### src/rtl/k2_pkg.sv
// Shared types, instruction field positions and class decoder for the K2 sequencer.
// K2_HALT_DETECT_EN adds the HALT state used by self-jump halt detection.
package k2_pkg;

    localparam int J_BIT  = 7;
    localparam int C_BIT  = 6;
    localparam int D_HI   = 5;
    localparam int D_LO   = 4;
    localparam int S_BIT  = 3;
    localparam int IMM_HI = 2;
    localparam int IMM_LO = 0;

`ifdef K2_HALT_DETECT_EN
    typedef enum logic [2:0] {
        S_FETCH,
        S_DECODE,
        S_EXEC,
        S_MEM_WAIT,
        S_HALT
    } state_t;
`else
    typedef enum logic [2:0] {
        S_FETCH,
        S_DECODE,
        S_EXEC,
        S_MEM_WAIT
    } state_t;
`endif

    typedef enum logic [2:0] {
        CLS_JMP,
        CLS_JZ,
        CLS_JC,
        CLS_LD,
        CLS_ST,
        CLS_ALU,
        CLS_NOP
    } instr_class_t;

    // Checks are ordered so the first matching J/C/S/D pattern wins.
    function automatic instr_class_t decode_class(input logic [7:0] instr);
        logic       j;
        logic       c;
        logic       s;
        logic [1:0] d;
        instr_class_t cls;
        j   = instr[J_BIT];
        c   = instr[C_BIT];
        s   = instr[S_BIT];
        d   = instr[D_HI:D_LO];
        cls = CLS_NOP;
        if (j && !c)
            cls = CLS_JMP;
        else if (j && c && !s)
            cls = CLS_JZ;
        else if (!j && c && !s)
            cls = CLS_JC;
        else if (j && c && s)
            cls = CLS_LD;
        else if (!j && c && s && (d == 2'b11))
            cls = CLS_ST;
        else if (!j && !c)
            cls = CLS_ALU;
        return cls;
    endfunction

endpackage

### src/rtl/k2_decode.sv
// Combinational instruction decoder: word -> instruction class and jump target.
module k2_decode
    import k2_pkg::*;
#(
    parameter int PC_W = 4,
    parameter int IW   = 8
) (
    input  logic [IW-1:0]   i_instr,
    output instr_class_t    o_class,
    output logic [PC_W-1:0] o_target
);

    logic [2:0] w_imm;

    assign w_imm    = i_instr[IMM_HI:IMM_LO];
    assign o_class  = decode_class(i_instr);
    assign o_target = PC_W'(w_imm);

endmodule

### src/rtl/k2_seq_ctrl.sv
// K2 multi-cycle sequencer: fetch/decode/exec FSM, PC, flags and store handshake.
// K2_HALT_DETECT_EN enables the halted port and halting on a self-targeted JMP.
module k2_seq_ctrl
    import k2_pkg::*;
#(
    parameter int PC_W = 4,
    parameter int IW   = 8
) (
    input  logic            clk,
    input  logic            reset,
    output logic            imem_req,
    input  logic            imem_valid,
    input  logic [IW-1:0]   imem_data,
    output logic [PC_W-1:0] pc,
    input  logic            alu_zf,
    input  logic            alu_cf,
    output logic            zf,
    output logic            cf,
    output logic            reg_we,
    output logic            data_sel,
    output logic            dmem_en,
    input  logic            dmem_ready,
    output logic            jump_taken
`ifdef K2_HALT_DETECT_EN
    ,
    output logic            halted
`endif
);

    state_t          r_state;
    state_t          w_stateNext;
    logic [IW-1:0]   r_instr;
    logic [PC_W-1:0] r_pc;
    logic            r_zf;
    logic            r_cf;
    logic            r_run;

    instr_class_t    w_class;
    logic [PC_W-1:0] w_target;
    logic            w_taken;
    logic            w_irLoad;
    logic            w_pcLoad;
    logic            w_pcInc;
    logic            w_flagWe;

    k2_decode #(
        .PC_W (PC_W),
        .IW   (IW)
    ) u_decode (
        .i_instr  (r_instr),
        .o_class  (w_class),
        .o_target (w_target)
    );

    // Conditional jumps look only at the registered flags.
    assign w_taken = (w_class == CLS_JMP)
                   || ((w_class == CLS_JZ) && r_zf)
                   || ((w_class == CLS_JC) && r_cf);

    always_ff @(posedge clk or posedge reset) begin
        if (reset)
            r_state <= S_FETCH;
        else
            r_state <= w_stateNext;
    end

    always_comb begin
        w_stateNext = r_state;
        imem_req    = 1'b0;
        reg_we      = 1'b0;
        data_sel    = 1'b0;
        dmem_en     = 1'b0;
        jump_taken  = 1'b0;
        w_irLoad    = 1'b0;
        w_pcLoad    = 1'b0;
        w_pcInc     = 1'b0;
        w_flagWe    = 1'b0;
        case (r_state)
            S_FETCH: begin
                imem_req = r_run;
                if (r_run && imem_valid) begin
                    w_irLoad    = 1'b1;
                    w_stateNext = S_DECODE;
                end
            end
            S_DECODE: w_stateNext = S_EXEC;
            S_EXEC: begin
                w_stateNext = S_FETCH;
                case (w_class)
                    CLS_JMP, CLS_JZ, CLS_JC: begin
                        if (w_taken) begin
                            w_pcLoad   = 1'b1;
                            jump_taken = 1'b1;
`ifdef K2_HALT_DETECT_EN
                            if ((w_class == CLS_JMP) && (w_target == r_pc))
                                w_stateNext = S_HALT;
`endif
                        end else begin
                            w_pcInc = 1'b1;
                        end
                    end
                    CLS_LD: begin
                        reg_we   = 1'b1;
                        data_sel = 1'b1;
                        w_pcInc  = 1'b1;
                    end
                    CLS_ALU: begin
                        reg_we   = 1'b1;
                        w_flagWe = 1'b1;
                        w_pcInc  = 1'b1;
                    end
                    CLS_ST:  w_stateNext = S_MEM_WAIT;
                    default: w_pcInc = 1'b1;
                endcase
            end
            S_MEM_WAIT: begin
                dmem_en = 1'b1;
                if (dmem_ready) begin
                    w_pcInc     = 1'b1;
                    w_stateNext = S_FETCH;
                end
            end
`ifdef K2_HALT_DETECT_EN
            S_HALT: w_stateNext = S_HALT;
`endif
            default: w_stateNext = S_FETCH;
        endcase
    end

    // r_run keeps imem_req low until the first clock after reset releases.
    always_ff @(posedge clk or posedge reset) begin
        if (reset) begin
            r_run   <= 1'b0;
            r_instr <= '0;
            r_pc    <= '0;
            r_zf    <= 1'b0;
            r_cf    <= 1'b0;
        end else begin
            r_run <= 1'b1;
            if (w_irLoad)
                r_instr <= imem_data;
            if (w_pcLoad)
                r_pc <= w_target;
            else if (w_pcInc)
                r_pc <= r_pc + PC_W'(1);
            if (w_flagWe) begin
                r_zf <= alu_zf;
                r_cf <= alu_cf;
            end
        end
    end

    assign pc = r_pc;
    assign zf = r_zf;
    assign cf = r_cf;
`ifdef K2_HALT_DETECT_EN
    assign halted = (r_state == S_HALT);
`endif

endmodule

### config.mk
export PLATFORM = sky130hd
export DESIGN_NAME = k2_seq_ctrl
export DESIGN_NICKNAME = d
export VERILOG_FILES = /design/src/rtl/k2_pkg.sv /design/src/rtl/k2_decode.sv /design/src/rtl/k2_seq_ctrl.sv
export SDC_FILE = /design/constraint.sdc
export NUM_CORES = 1
export LEC_CHECK = 0
export ABC_CLOCK_PERIOD_IN_PS = 2200
export CAP_MARGIN = 10
export CORE_MARGIN = 2
export CORE_UTILIZATION = 41
export DETAILED_ROUTE_END_ITERATION = 12
export PLACE_DENSITY = 0.73
export SYNTH_ARGS = -nofsm -noshare
export SYNTH_HDL_FRONTEND = slang
export SYNTH_HIERARCHICAL = 1
export SYNTH_SLANG_ARGS = --single-unit
### constraint.sdc
create_clock -name clk -period 2.2 [get_ports clk]
set_clock_uncertainty 0.05 [all_clocks]
set_input_delay 0.33 -clock clk [delete_from_list [all_inputs] [get_ports clk]]
set_output_delay 0.33 -clock clk [all_outputs]
set_load 0.03 [all_outputs]
==> impl_metrics.env <==
export IMPL_grt_use_total_pct=15.1
export IMPL_grt_overflow=0
export IMPL_grt_first_pass_wirelength_mm=2.94
export IMPL_hold_viol=0
export IMPL_insertion_delay_ps=290
export IMPL_postSynthNetCount=96
export IMPL_crit_fanout=3
export IMPL_layout_drive_gt1_share_pct=35.1
export IMPL_power_frac_seq_pct=29.9
export IMPL_yosysWarnings=6
export IMPL_nets=130
export IMPL_netlist_top_cells_area="dfrtp_1, mux2_2, buf_4"
export IMPL_setup_tns_ps=-12.7
export IMPL_fill_cells=158
export IMPL_violations="setup timing"
export IMPL_synth_seq_cells=17
export IMPL_grt_max_degree=18
export IMPL_swShare_pct=39.7
export IMPL_tightestPinTransition_ps=636
export IMPL_hold_buffers=0
export IMPL_grt_antenna_before_repair=0
export IMPL_status="finished, violations left"
export IMPL_first_pass_iters=4
export IMPL_clk_pin_slew_ps=100
export IMPL_ys_top_cells_by_count="dfrtp_1, mux2_2, inv_1, nand2_1, buf_4"
export IMPL_post_route_period_util_pct=101
export IMPL_combinationalPowerShare_pct=61.5
export IMPL_clock_sinks=17
export IMPL_p_total_mw=2.01
export IMPL_netlist_area_sq_um=895
export IMPL_async_flop_share_pct=100
export IMPL_pin_count=25
export IMPL_ir_drop_v=0.000870
export IMPL_timing_final_ws_setup_ps=-12.7
export IMPL_ys_seq_area_share_pct=47.6
export IMPL_cts_made_buffers=3
export IMPL_p_per_area_nw_per_um2=1570
export IMPL_synth_top_area_share_pct=47.6
export IMPL_place_congestion=0.809
export IMPL_totalWireLength_mm=1.70
export IMPL_h_tree_depth=1
export IMPL_coreArea_sq_um=2000
export IMPL_ys_types=32
export IMPL_wire_per_inst_microns=12.1
export IMPL_synth_most_common_cell="dfrtp_1"
export IMPL_p_switching_mw=0.798
export IMPL_area_growth_pct=43.4
export IMPL_antenna_left=0
export IMPL_via_count=690
export IMPL_path_class="flop to output port"
export IMPL_timing_hold_ws_ps=353
export IMPL_maxSlewViolCount=0
export IMPL_hold_class="input pin to asynchronous set/reset pin"
export IMPL_grt_pass1_vias=688
export IMPL_yosys_area_top_type="dfrtp_1"
export IMPL_drtIter0Drc=11
export IMPL_synth_edf_count=0
export IMPL_remaining_drc_errors=0
export IMPL_cts_buffer_depth=2
export IMPL_fmaxAchievable_mhz=452
export IMPL_p_clk_share_pct=8.6
export IMPL_crit_required_ps=1820
export IMPL_slew_headroom_pct=57.6
export IMPL_drv_cap=0
export IMPL_crit_path_start_kind="flop"
export IMPL_syn_area_per_cell_sq_um=11.0
export IMPL_synth_flop_cell="dfrtp_1"
export IMPL_place_ws_ps=-76.4
export IMPL_end_kind="output port"
export IMPL_cts_root_buf="clkbuf_4"
export IMPL_die_h_microns=50.7
export IMPL_die_area_sq_um=2570
export IMPL_p_int_mw=1.21
export IMPL_initial_core_util_pct=44.7
export IMPL_crit_arrival_ps=1830
export IMPL_period_needed_ps=2210
export IMPL_dp_hpwl_mm=1.25
export IMPL_rsz0062_at_grt="true"
export IMPL_n_antenna_cell=0
export IMPL_die_x_microns=50.7
export IMPL_synthCells=81
export IMPL_p_leak_nw=0.590
export IMPL_cts_tree="built"
export IMPL_setup_viol=1
export IMPL_io_buffer_count=24
export IMPL_num_rows=16
export IMPL_viasPerCell=4.89
-- final cells by class --
cell class              instances  area, sq um  share of cell area [%]
multi-input cells              53          448                    34.9
flip-flops and latches         17          427                    33.3
repair buffers                 35          325                    25.4
well taps                      27         33.8                    2.63
clock buffers                   3         22.5                    1.76
inverters                       5         18.8                    1.46
clock inverters                 1         7.51                   0.585
-- placed cells by master (no fill, tap or decap), drive strengths merged, types with 2 or more instances in the layout --
| master | count |
|---|---|
| conb | 2 |
| and3 | 3 |
| nand3 | 3 |
| inv | 5 |
| xnor2 | 3 |
| nor2 | 2 |
| nand4 | 3 |
| clkdlybuf4s50 | 20 |
| and4b | 2 |
| clkbuf | 3 |
| mux2 | 11 |
| nor3b | 3 |
| dfrtp | 17 |
| nand2 | 5 |
| buf | 13 |
| and2 | 3 |
-- registers in the layout (all words and copies together) (netlist names) --
name,count
r_instr,8
pc,4
r_state,2
cf,1
r_run,1
zf,1
-- kinds of logic (layout without fill, tap and decap cells) --
group	count (synthesis)	after routing	share of synthesized area, %
AO/OA/AOI/OAI	7	7	5.59
XOR/XNOR	3	3	2.94
adder cells (fa/ha/maj)	1	1	1.40
buffers and inverters	11	44	6.43
flip-flops	17	17	47.6
multiplexers	11	11	13.8
other	2	2	0.839
AND/OR/NAND/NOR	29	29	21.4
-- timing repair --
action | in CTS | in global routing
pin swaps | 3 | 3
buffers inserted | 2 | 0
resized for setup | 6 | 5
setup endpoints to repair | 3 | 4
-- through the flow --
stage	cells	area, sq um	util (%)
global route	141	1280	64.1
floorplan	81	900	-
detailed placement	135	1200	59.8
global placement	135	1200	59.8
CTS	141	1260	63.0
finish	141	1280	64.1
-- routing by layer --
metal	wire (microns)	track usage, %
met5	0	0
met4	10	2.70
met3	136	6.25
met2	823	24.8
met1	732	18.8
-- final timing paths --
kind	from	endpoint	slack, ps	depth (start not counted)
worst max register to register	r_instr[7]	pc[1]	10	7
worst max-delay path	r_instr[7]	reg_we	-10	7
min in group clk	r_instr[5]	r_instr[5]	460	1
worst min-delay path	reset	r_instr[2]	350	2
worst min register to register	r_instr[5]	r_instr[5]	460	1
max in group asynchronous	reset	r_instr[6]	1300	2
-- critical path: stages (launching register included) --
cell	delay (ps)
dfrtp_1	410
buf_4	150
buf_4	140
xnor2_4	160
nand3b_1	160
nor3b_2	250
or2_4	150
buf_6	120
-- power by group through the flow --
stage	registers [mW]	logic, mW	clock network (mW)
floorplan	0.677	0.656	0
global placement	0.587	1.11	0
detailed placement	0.595	1.13	0
CTS	0.591	1.20	0.182
global route	0.621	1.34	0.194
finish	0.600	1.24	0.173
Note: power is estimated with default switching activity, not from simulation.
